[src/rtl/spiker_sequencer_pkg.sv]
// Shared types and sizing helpers for the spiker_sequencer frame controller
// and its frame buffers.
package spiker_sequencer_pkg;

    typedef enum logic [2:0] {
        ST_IDLE,
        ST_LOAD,
        ST_ISSUE,
        ST_WAIT,
        ST_STORE,
        ST_FINISH
    } state_e;

    function automatic int n_words_of(input int width, input int n_spikes);
        return (n_spikes + width - 1) / width;
    endfunction

    // Index width for n items, never narrower than one bit.
    function automatic int idx_w(input int n);
        return (n > 1) ? $clog2(n) : 1;
    endfunction

    localparam int DEF_WIDTH    = 32;
    localparam int DEF_N_SPIKES = 784;
    localparam int DEF_N_WORDS  = n_words_of(DEF_WIDTH, DEF_N_SPIKES);
    localparam int DEF_ADDR_W   = idx_w(DEF_N_WORDS);

endpackage

[src/rtl/spiker_frame_buf.sv]
// N_SPIKES-bit frame store. WORD_WRITE=1: word write, full-width read.
// WORD_WRITE=0: full-width write, word read with zeroed pad bits.
module spiker_frame_buf import spiker_sequencer_pkg::*; #(
    parameter int WIDTH      = DEF_WIDTH,
    parameter int N_SPIKES   = DEF_N_SPIKES,
    parameter bit WORD_WRITE = 1'b1,
    localparam int N_WORDS   = n_words_of(WIDTH, N_SPIKES),
    localparam int ADDR_W    = idx_w(N_WORDS),
    localparam int WR_W      = WORD_WRITE ? WIDTH : N_SPIKES,
    localparam int RD_W      = WORD_WRITE ? N_SPIKES : WIDTH
) (
    input  logic              clk_i,
    input  logic              rst_i,
    input  logic              we_i,
    input  logic [ADDR_W-1:0] addr_i,
    input  logic [WR_W-1:0]   wdata_i,
    output logic [RD_W-1:0]   rdata_o
);

    localparam int PAD_W  = N_WORDS * WIDTH;
    localparam int MIDX_W = idx_w(N_SPIKES);
    localparam int PIDX_W = idx_w(PAD_W);

    logic [N_SPIKES-1:0] mem;
    logic [N_SPIKES-1:0] nxt_mem;

    generate
        if (WORD_WRITE) begin : g_word_wr
            // Bits of the last word that fall past N_SPIKES have no storage and are dropped.
            always_comb begin
                nxt_mem = mem;
                if (we_i) begin
                    for (int b = 0; b < WIDTH; b++) begin
                        if (int'(addr_i) * WIDTH + b < N_SPIKES)
                            nxt_mem[MIDX_W'(int'(addr_i) * WIDTH + b)] = wdata_i[b];
                    end
                end
            end
            assign rdata_o = mem;
        end else begin : g_full_wr
            logic [PAD_W-1:0] rd_pad;
            // NOTE: the word read sees this cycle's write, so a result captured on
            // one edge can be registered out as word 0 on the very next edge.
            always_comb begin
                nxt_mem = we_i ? wdata_i : mem;
                rd_pad  = '0;
                rd_pad[N_SPIKES-1:0] = nxt_mem;
            end
            assign rdata_o = rd_pad[PIDX_W'(int'(addr_i) * WIDTH) +: WIDTH];
        end
    endgenerate

    // NOTE: the buffer is a flop array, not a RAM macro, so it can take the
    // reset and come up as an all-zero frame.
    always_ff @(posedge clk_i) begin
        if (rst_i) mem <= '0;
        else       mem <= nxt_mem;
    end

endmodule

[src/rtl/spiker_sequencer.sv]
// Sequences one inference frame: load spike words, hand the frame to the core,
// wait for its result, and write the result back word by word.
module spiker_sequencer import spiker_sequencer_pkg::*; #(
    parameter int WIDTH          = DEF_WIDTH,
    parameter int N_SPIKES       = DEF_N_SPIKES,
    parameter int TIMEOUT_CYCLES = 1024,
    localparam int N_WORDS       = n_words_of(WIDTH, N_SPIKES),
    localparam int ADDR_W        = idx_w(N_WORDS)
) (
    input  logic                clk_i,
    input  logic                rst_i,
    input  logic                start_i,
    input  logic                abort_i,
    output logic [ADDR_W-1:0]   spike_addr_o,
    input  logic [WIDTH-1:0]    spike_word_i,
    output logic [N_SPIKES-1:0] core_data_o,
    output logic                core_valid_o,
    input  logic                core_ready_i,
    input  logic                core_done_i,
    input  logic [N_SPIKES-1:0] core_result_i,
    output logic [ADDR_W-1:0]   res_addr_o,
    output logic [WIDTH-1:0]    res_word_o,
    output logic                res_we_o,
    output logic                busy_o,
    output logic                done_o,
    output logic                timeout_o,
    output logic                irq_o
);

    localparam int                WAIT_W     = $clog2(TIMEOUT_CYCLES + 1);
    localparam logic [ADDR_W-1:0] LAST_WORD  = ADDR_W'(N_WORDS - 1);
    localparam logic [WAIT_W-1:0] WAIT_LIMIT = WAIT_W'(TIMEOUT_CYCLES);

    state_e            state;
    logic [ADDR_W-1:0] word_cnt;
    logic [ADDR_W-1:0] res_rd_addr;
    logic [WAIT_W-1:0] wait_cnt;
    logic [WIDTH-1:0]  res_rword;

    assign spike_addr_o = (state == ST_LOAD)  ? word_cnt : '0;
    assign res_addr_o   = (state == ST_STORE) ? word_cnt : '0;

    // res_word_o is registered, so the result buffer is read one word ahead.
    always_comb begin
        res_rd_addr = '0;
        if (state == ST_STORE && word_cnt != LAST_WORD)
            res_rd_addr = word_cnt + ADDR_W'(1);
    end

    spiker_frame_buf #(.WIDTH(WIDTH), .N_SPIKES(N_SPIKES), .WORD_WRITE(1'b1)) u_spike_buf (
        .clk_i   (clk_i),
        .rst_i   (rst_i),
        .we_i    (state == ST_LOAD),
        .addr_i  (word_cnt),
        .wdata_i (spike_word_i),
        .rdata_o (core_data_o)
    );

    spiker_frame_buf #(.WIDTH(WIDTH), .N_SPIKES(N_SPIKES), .WORD_WRITE(1'b0)) u_result_buf (
        .clk_i   (clk_i),
        .rst_i   (rst_i),
        .we_i    (state == ST_WAIT && core_done_i),
        .addr_i  (res_rd_addr),
        .wdata_i (core_result_i),
        .rdata_o (res_rword)
    );

    always_ff @(posedge clk_i) begin
        if (rst_i) begin
            state        <= ST_IDLE;
            word_cnt     <= '0;
            wait_cnt     <= '0;
            core_valid_o <= 1'b0;
            res_we_o     <= 1'b0;
            res_word_o   <= '0;
            busy_o       <= 1'b0;
            done_o       <= 1'b0;
            timeout_o    <= 1'b0;
            irq_o        <= 1'b0;
        end else begin
            irq_o <= 1'b0;
            if (abort_i && state != ST_IDLE) begin
                // Abort leaves done/timeout alone; it only drops the frame.
                state        <= ST_IDLE;
                word_cnt     <= '0;
                core_valid_o <= 1'b0;
                res_we_o     <= 1'b0;
                res_word_o   <= '0;
                busy_o       <= 1'b0;
            end else begin
                unique case (state)
                    ST_IDLE: begin
                        if (start_i && !abort_i) begin
                            state     <= ST_LOAD;
                            word_cnt  <= '0;
                            busy_o    <= 1'b1;
                            done_o    <= 1'b0;
                            timeout_o <= 1'b0;
                        end
                    end
                    ST_LOAD: begin
                        if (word_cnt == LAST_WORD) begin
                            state        <= ST_ISSUE;
                            word_cnt     <= '0;
                            core_valid_o <= 1'b1;
                        end else begin
                            word_cnt <= word_cnt + ADDR_W'(1);
                        end
                    end
                    ST_ISSUE: begin
                        if (core_ready_i) begin
                            state        <= ST_WAIT;
                            core_valid_o <= 1'b0;
                            wait_cnt     <= '0;
                        end
                    end
                    ST_WAIT: begin
                        // A result in the limit cycle still counts as a completed frame.
                        if (core_done_i) begin
                            state      <= ST_STORE;
                            word_cnt   <= '0;
                            res_we_o   <= 1'b1;
                            res_word_o <= res_rword;
                        end else if (wait_cnt == WAIT_LIMIT) begin
                            state     <= ST_FINISH;
                            timeout_o <= 1'b1;
                            done_o    <= 1'b1;
                            irq_o     <= 1'b1;
                        end else begin
                            wait_cnt <= wait_cnt + WAIT_W'(1);
                        end
                    end
                    ST_STORE: begin
                        if (word_cnt == LAST_WORD) begin
                            state      <= ST_FINISH;
                            word_cnt   <= '0;
                            res_we_o   <= 1'b0;
                            res_word_o <= '0;
                            done_o     <= 1'b1;
                            irq_o      <= 1'b1;
                        end else begin
                            word_cnt   <= word_cnt + ADDR_W'(1);
                            res_word_o <= res_rword;
                        end
                    end
                    ST_FINISH: begin
                        state  <= ST_IDLE;
                        busy_o <= 1'b0;
                    end
                    default: state <= ST_IDLE;
                endcase
            end
        end
    end

endmodule

[config.mk]
export PLATFORM = sky130hd
export DESIGN_NAME = spiker_sequencer
export DESIGN_NICKNAME = d
export VERILOG_FILES = /design/src/rtl/spiker_sequencer_pkg.sv /design/src/rtl/spiker_frame_buf.sv /design/src/rtl/spiker_sequencer.sv
export SDC_FILE = /design/constraint.sdc
export NUM_CORES = 2
export LEC_CHECK = 0
export BUFFER_PORTS_ARGS = -buffer_cell sky130_fd_sc_hd__buf_2
export CAP_MARGIN = 20
export CORE_AREA = 3 3 648 650
export DETAILED_ROUTE_END_ITERATION = 10
export DIE_AREA = 0 0 651 653
export GPL_TIMING_DRIVEN = 0
export SLEW_MARGIN = 0
export SYNTH_ARGS = -nofsm -noshare
export SYNTH_HDL_FRONTEND = slang
export SYNTH_SLANG_ARGS = --single-unit
[constraint.sdc]
create_clock -name clk_i -period 6.7 [get_ports clk_i]
set_input_delay 0.335 -clock clk_i [delete_from_list [all_inputs] [get_ports clk_i]]
set_output_delay 0.335 -clock clk_i [all_outputs]
set_load 0.005 [all_outputs]
---- Word level (Yosys, flattened, before mapping) ----
Index checks and enable logic that the tools add are counted.
cells by class
  $add $sub $neg .......................... 33
  $lt $le $gt $ge ......................... 96
  equality and inequality tests ........... 17
  shifts and indexed selects .............. 1
  mux-type cells .......................... 198
  bitwise operators ....................... 1
  reductions and logical operators ........ 57
operators by type and width
  kind                                                   number
  two-way mux 784 bit                                    64
  bitwise mux 784 bit                                    32
  < comparator 32 x 11 -> 1 bit (second input constant)  31
  indexed part select 800 x 10 -> 32 bit                 1
  < comparator 10 x 12 -> 1 bit (second input constant)  32
  >= comparator 10 x 1 -> 1 bit (second input constant)  32
  demux 1 bit (select 10 bit)                            31
  adder 10 x 5 -> 11 bit (second input constant)         16
  adder 10 x 4 -> 11 bit (second input constant)         8
  two-way mux 32 bit                                     2
  case mux 32 bit (2 select lines)                       1
  adder 10 x 3 -> 11 bit (second input constant)         4
  two-way mux 1 bit                                      43
  logical AND 1 bit                                      36
  two-way mux 11 bit                                     3
  two-way mux 5 bit                                      6
  adder 10 x 2 -> 11 bit (second input constant)         2
  case mux 11 bit (2 select lines)                       1
  two-way mux 3 bit                                      6
  case mux 3 bit (5 select lines)                        1
  case mux 5 bit (3 select lines)                        1
  AND reduction 5 bit                                    3
  != test 2 bit (second input constant)                  6
  adder 10 x 1 -> 11 bit (second input constant)         1
  other kinds (23)                                       40
word-level totals
  bits in registers ....................... 1,625
  output and inout bits ................... 832
  word-level logic and storage cells ...... 415

---- Longest topological paths before layout ----
  word-level depth ........................ 99
  gate-level depth with buffers ........... 14
  gate-level depth less buffers ........... 8

---- By module ----
Synthesis repeated with hierarchy kept, for this count alone.
unflattened totals
  cells, all modules ...................... 5,023
  area, all modules ....................... 55,310.5 sq um
by module, submodules not included
  module                            instances  cells each  area each (sq um)  seq. area each (sq um)
  spiker_frame_buf at u_spike_buf   1          2,346       27,116.0           15,695.1
  spiker_frame_buf at u_result_buf  1          2,335       25,360.6           10,249.8
  spiker_sequencer                  1          342         2,834.0            1,141.1

---- Worst setup path after synthesis ----
Ideal clock, no wire load.
  kind .................................... register -> register
  start point ............................. reg word_cnt[0]
  end point ............................... reg res_word_o[1]
  arrival time ............................ 2,938 ps
  required time ........................... 6,578 ps
  setup slack ............................. 3,640 ps
  stages on the path, launching flop included .. 13
  cell sequence ........................... dfxtp_1 > buf_2 > inv_1 > clkbuf_1 > buf_1 > ha_1 > inv_1 > clkbuf_1 > clkbuf_1 > o221ai_1 > a21oi_1 > a31oi_1 > a221o_1
between the ends
  cells in the longest elaborated chain, start to end .. 6
  elaborated cells between the ends (all ways) .. 9
  classes of those cells .................. add/sub: 1; eq/ne: 2; shift: 1; mux: 4; reduce/logical: 1
ends and longest elaborated chain
  element                                                                       RTL line                 text
  start, declared                                                               spiker_sequencer.sv:35   logic [ADDR_W-1:0] word_cnt;
  start signal, assigned                                                        spiker_sequencer.sv:107  word_cnt <= word_cnt + ADDR_W'(1);
  start signal, assigned                                                        spiker_sequencer.sv:142  word_cnt <= word_cnt + ADDR_W'(1);
  parallel branches: the longest is 5 deep, another holds adder 5 x 1 -> 5 bit  n/a
  case mux 32 bit (2 select lines) (*)                                          spiker_sequencer.sv:91   unique case (state)
  end signal, assigned                                                          spiker_sequencer.sv:123  res_word_o <= res_rword;
  end signal, assigned                                                          spiker_sequencer.sv:143  res_word_o <= res_rword;
  end, declared                                                                 spiker_sequencer.sv:22   output logic [WIDTH-1:0] res_word_o,
Mark *: on every way between the ends. The select of a mux whose other input is x is not followed.
A chain may end at the register's enable or synchronous reset.

---- Worst setup path after layout ----
  start point ............................. reg word_cnt[0]
  end point ............................... reg res_word_o[9]
The elaborated chain is that of the path after synthesis.

==> metrics <==
status=completed; drt first pass iters=6; area share of the largest cell type after synthesis=between 50% and 60%; via count of the first global-routing pass=48.95k; power per standard cell area=254.2 nW/µm²; post-DP HPWL=between 300,000 and 400,000 µm; Clock Skews=between 60 and 70 ps; drt total wl=382,700 µm; CTS tree=built; area occupied by multi-input gates=20,850 µm²; clk root buf=clkbuf_16; sw power=5.065 mW; crit start category=flop; largest net degree at the start of global routing=14; Post-synth top flop=dfxtp_1; Tcrit/Tclk final=94.81%; CTS Buffer Depth=4; final setup vio count=0; leakage power=around 33 nW; placed inst area=roughly 64,000 µm²; Die X=651 µm; total gr overflow=0; slowest library cell on the worst path=clkdlybuf4s15_1; initial cell density of the core=12.10%; number of max-cap violations=0; nets=8,540; Buffers on Ports=about 1.3k; remaining antenna violation count=0; Final min period=6353 ps; drt wl/cell=28.63 µm; die span in y=653 µm; Post-route DRC=0; first-pass GRT wire length=485,100 µm; Worst Tran Pin Value=1246 ps; worst hold path class=input port to flop; CTS sink count=1,353; Comb pwr share=8.2%; worst skew pair latency=880 ps; switching share of power=26.34%; full die area=425,100 µm²; Clock transition at path regs=60 ps; CP Class=flop to flop; clock share of power=49.8%; share of cells above drive strength 1=23.95%; Max Slew Vio Count=0; Max Fanout on Critical Path=11; final core occ=18.28%; Final GP Congestion=0.9350; hold path cells=3; Worst Setup End Kind=flop; crit-path cells=buf_2 > inv_1 > clkbuf_1 > clkbuf_2 > ha_1 > buf_2 > nand4b_2 > nand3_1 > clkdlybuf4s15_1 > o22ai_1 > nor2_1 > o21ai_0 > a31o_1; synth top area cells=dfxtp_1, nand2_1, mux2i_1; EDFF count, synth=0; Reg area=27,090 µm²; WP buf/inv=6; sequential share of the synthesized area=between 50% and 60%; ys async rst share=0%; Layout area overhead=51.14%; post-synth top area cell=dfxtp_1; Final Cell Area=around 76,000 µm²; vias=52.64k; Ys Warns=0; post-synthesis cell type count=69; syn nets=between 6k and 7k; IO Count=1,654; Crit path max-delay family=buffers and inverters; Synth Cell Area=50,040 µm²; required time worst endpoint=7450 ps; GRT Total Usage=17.15%; Power Internal=14.16 mW; initial antenna violation count=296; crit path DAT=around 7000 ps; WP depth=13; Core ar.=413,700 µm²; Fmax=157.4 MHz; FP Rows=236; vias per cell=3.938; H-tree levels=4; total CTS buffers=164; drt initial violations=between 5k and 6k; Sequential Power Share=42.0%; synthesized instance count=5,625; RSZ-0062 raised after global routing=no; Final Hold Fails=0; slew margin rel.=between 10% and 20%; Post-Syn Area per Cell=between 8 and 9 µm²; Critical Path Max Stage Delay=850 ps; Final TNS setup=0 ps; worst reg-to-reg path cell count=13; Peak VDD IR=185.6 µV; CP dominant cell by count=buf_2; Yosys reg bits=between 1k and 1.5k; fillers=46.16k; Post-CTS Setup Bufs=0
-- registers in the layout, indices dropped and copies added, names as in the netlist, 3 cells and up --
| register | count |
|---|---|
| word_cnt | 5 |
| state | 3 |
| res_word_o | 32 |
| wait_cnt | 11 |
| u_spike_buf.rdata_o | 784 |
| u_result_buf.mem | 512 |
-- tightest hold or removal path: cells and delay by family --
kind	cells	cell delay, ps
buffers and inverters	1	290
AND/OR/NAND/NOR	1	160
AO/OA/AOI/OAI	1	60
-- power groups by stage --
stage	sequential, mW	combinational [mW]	clock, mW
floorplan	8.26	0.370	0
global placement	8.26	1.16	0
detailed placement	8.26	1.21	0
CTS	8.08	1.59	9.76
global route	8.08	1.62	10.1
finish	8.08	1.57	9.57
-- synth_stat cells (all sizes together), types with 7 or more instances --
library cell and instances:
o22ai 159, a31o 21, dfxtp 1353, o221ai 18
xor2 10, mux2i 473, nor2b 296, a21oi 598
nor2 559, and2 33, nand3 36, mux4 7
o21ai 36, o22a 22, mux2 10, inv 7
a2bb2oi 7, a31oi 28, nand2 1271, a221o 7
nor3 21, a221oi 40, a211oi 19, and3 16
clkbuf 346, buf 145
-- per-layer routing --
| metal | routed length (µm) | GRT usage (%) |
|---|---|---|
| met1 | 129100 | 17.71 |
| met2 | 198500 | 32.48 |
| met3 | 29350 | 3.613 |
| met4 | 25740 | 8.583 |
| met5 | 64 | 0 |
-- cell families (layout without fill, tap and decap cells) --
family,after synthesis,in the layout,share of synthesized area [%]
AND/OR/NAND/NOR,2263,2263,19.18
flip-flops,1353,1353,54.13
AO/OA/AOI/OAI,1001,1001,12.03
buffers and inverters,498,2707,4.265
multiplexers,490,490,10.00
XOR/XNOR,14,14,0.2450
adder cells (fa/ha/maj),6,6,0.1500
other,0,58,0
-- cell usage in the layout, fill, tap and decap left out, types with 18 or more instances in the layout --
cell type / count
a221oi_2: 18
a21oi_1: 598
a221oi_1: 22
buf_2: 1450
diode_2: 58
clkbuf_8: 35
o22a_1: 22
a211oi_1: 19
clkbuf_2: 27
o221ai_1: 18
dlygate4sd3_1: 523
nand3_1: 35
a31oi_1: 28
dfxtp_1: 1353
buf_8: 28
buf_4: 31
nor2b_1: 296
mux2i_1: 473
clkinv_2: 22
clkbuf_16: 166
nor3_1: 20
clkbuf_1: 337
o21ai_0: 35
o22ai_1: 159
nor2_1: 558
and2_1: 32
a31o_1: 21
nand2_1: 1271
-- area by class of cell --
| class | count | share of cell area, % |
|---|---|---|
| Antenna cell | 58 | 0.1919 |
| Buffer | 491 | 2.840 |
| Clock buffer | 218 | 6.185 |
| Clock inverter | 70 | 1.305 |
| Inverter | 7 | 0.03474 |
| Multi-Input combinational cell | 3774 | 27.56 |
| Sequential cell | 1353 | 35.81 |
| Tap cell | 5474 | 9.056 |
| Timing Repair Buffer | 1921 | 17.01 |
-- timing repair --
item                                    in CTS  in global routing
pin swaps                                    0                  0
gates resized for setup                      1                  3
endpoints found under the setup margin       1                  1
hold buffers                               523                  0
endpoints found under the hold margin      534                  0
-- path summary, 6_finish.rpt --
check,start,endpoint,slack [ps]
worst max register to register,word_cnt[0]$_SDFFE_PP0P_,res_word_o[9]$_SDFFE_PP0P_,350
worst min register to register,u_spike_buf.rdata_o[94]$_SDFFE_PP0P_,u_spike_buf.rdata_o[94]$_SDFFE_PP0P_,450
worst min-delay path,spike_word_i[28],u_spike_buf.rdata_o[60]$_SDFFE_PP0P_,100
worst max-delay path,word_cnt[0]$_SDFFE_PP0P_,res_word_o[9]$_SDFFE_PP0P_,350
-- stage by stage --
| stage | power [mW] | setup WS (ps) | hold WS (ps) | instances |
|---|---|---|---|---|
| 4_1_cts | 19.43 | 22.46 | 1.997 | 13300 |
| 5_1_grt | 19.77 | 267.5 | 21.78 | 13340 |
| 2_1_floorplan | 8.631 | 3640 | 433.2 | 5625 |
| 3_3_place_gp | 9.423 | -756.2 | 439.6 | 12450 |
| 3_5_place_dp | 9.473 | 1.823 | 442.9 | 12490 |
| 6_report | 19.23 | 347.4 | 101.4 | 13370 |
No activity file was read; power rests on OpenSTA's default activity.
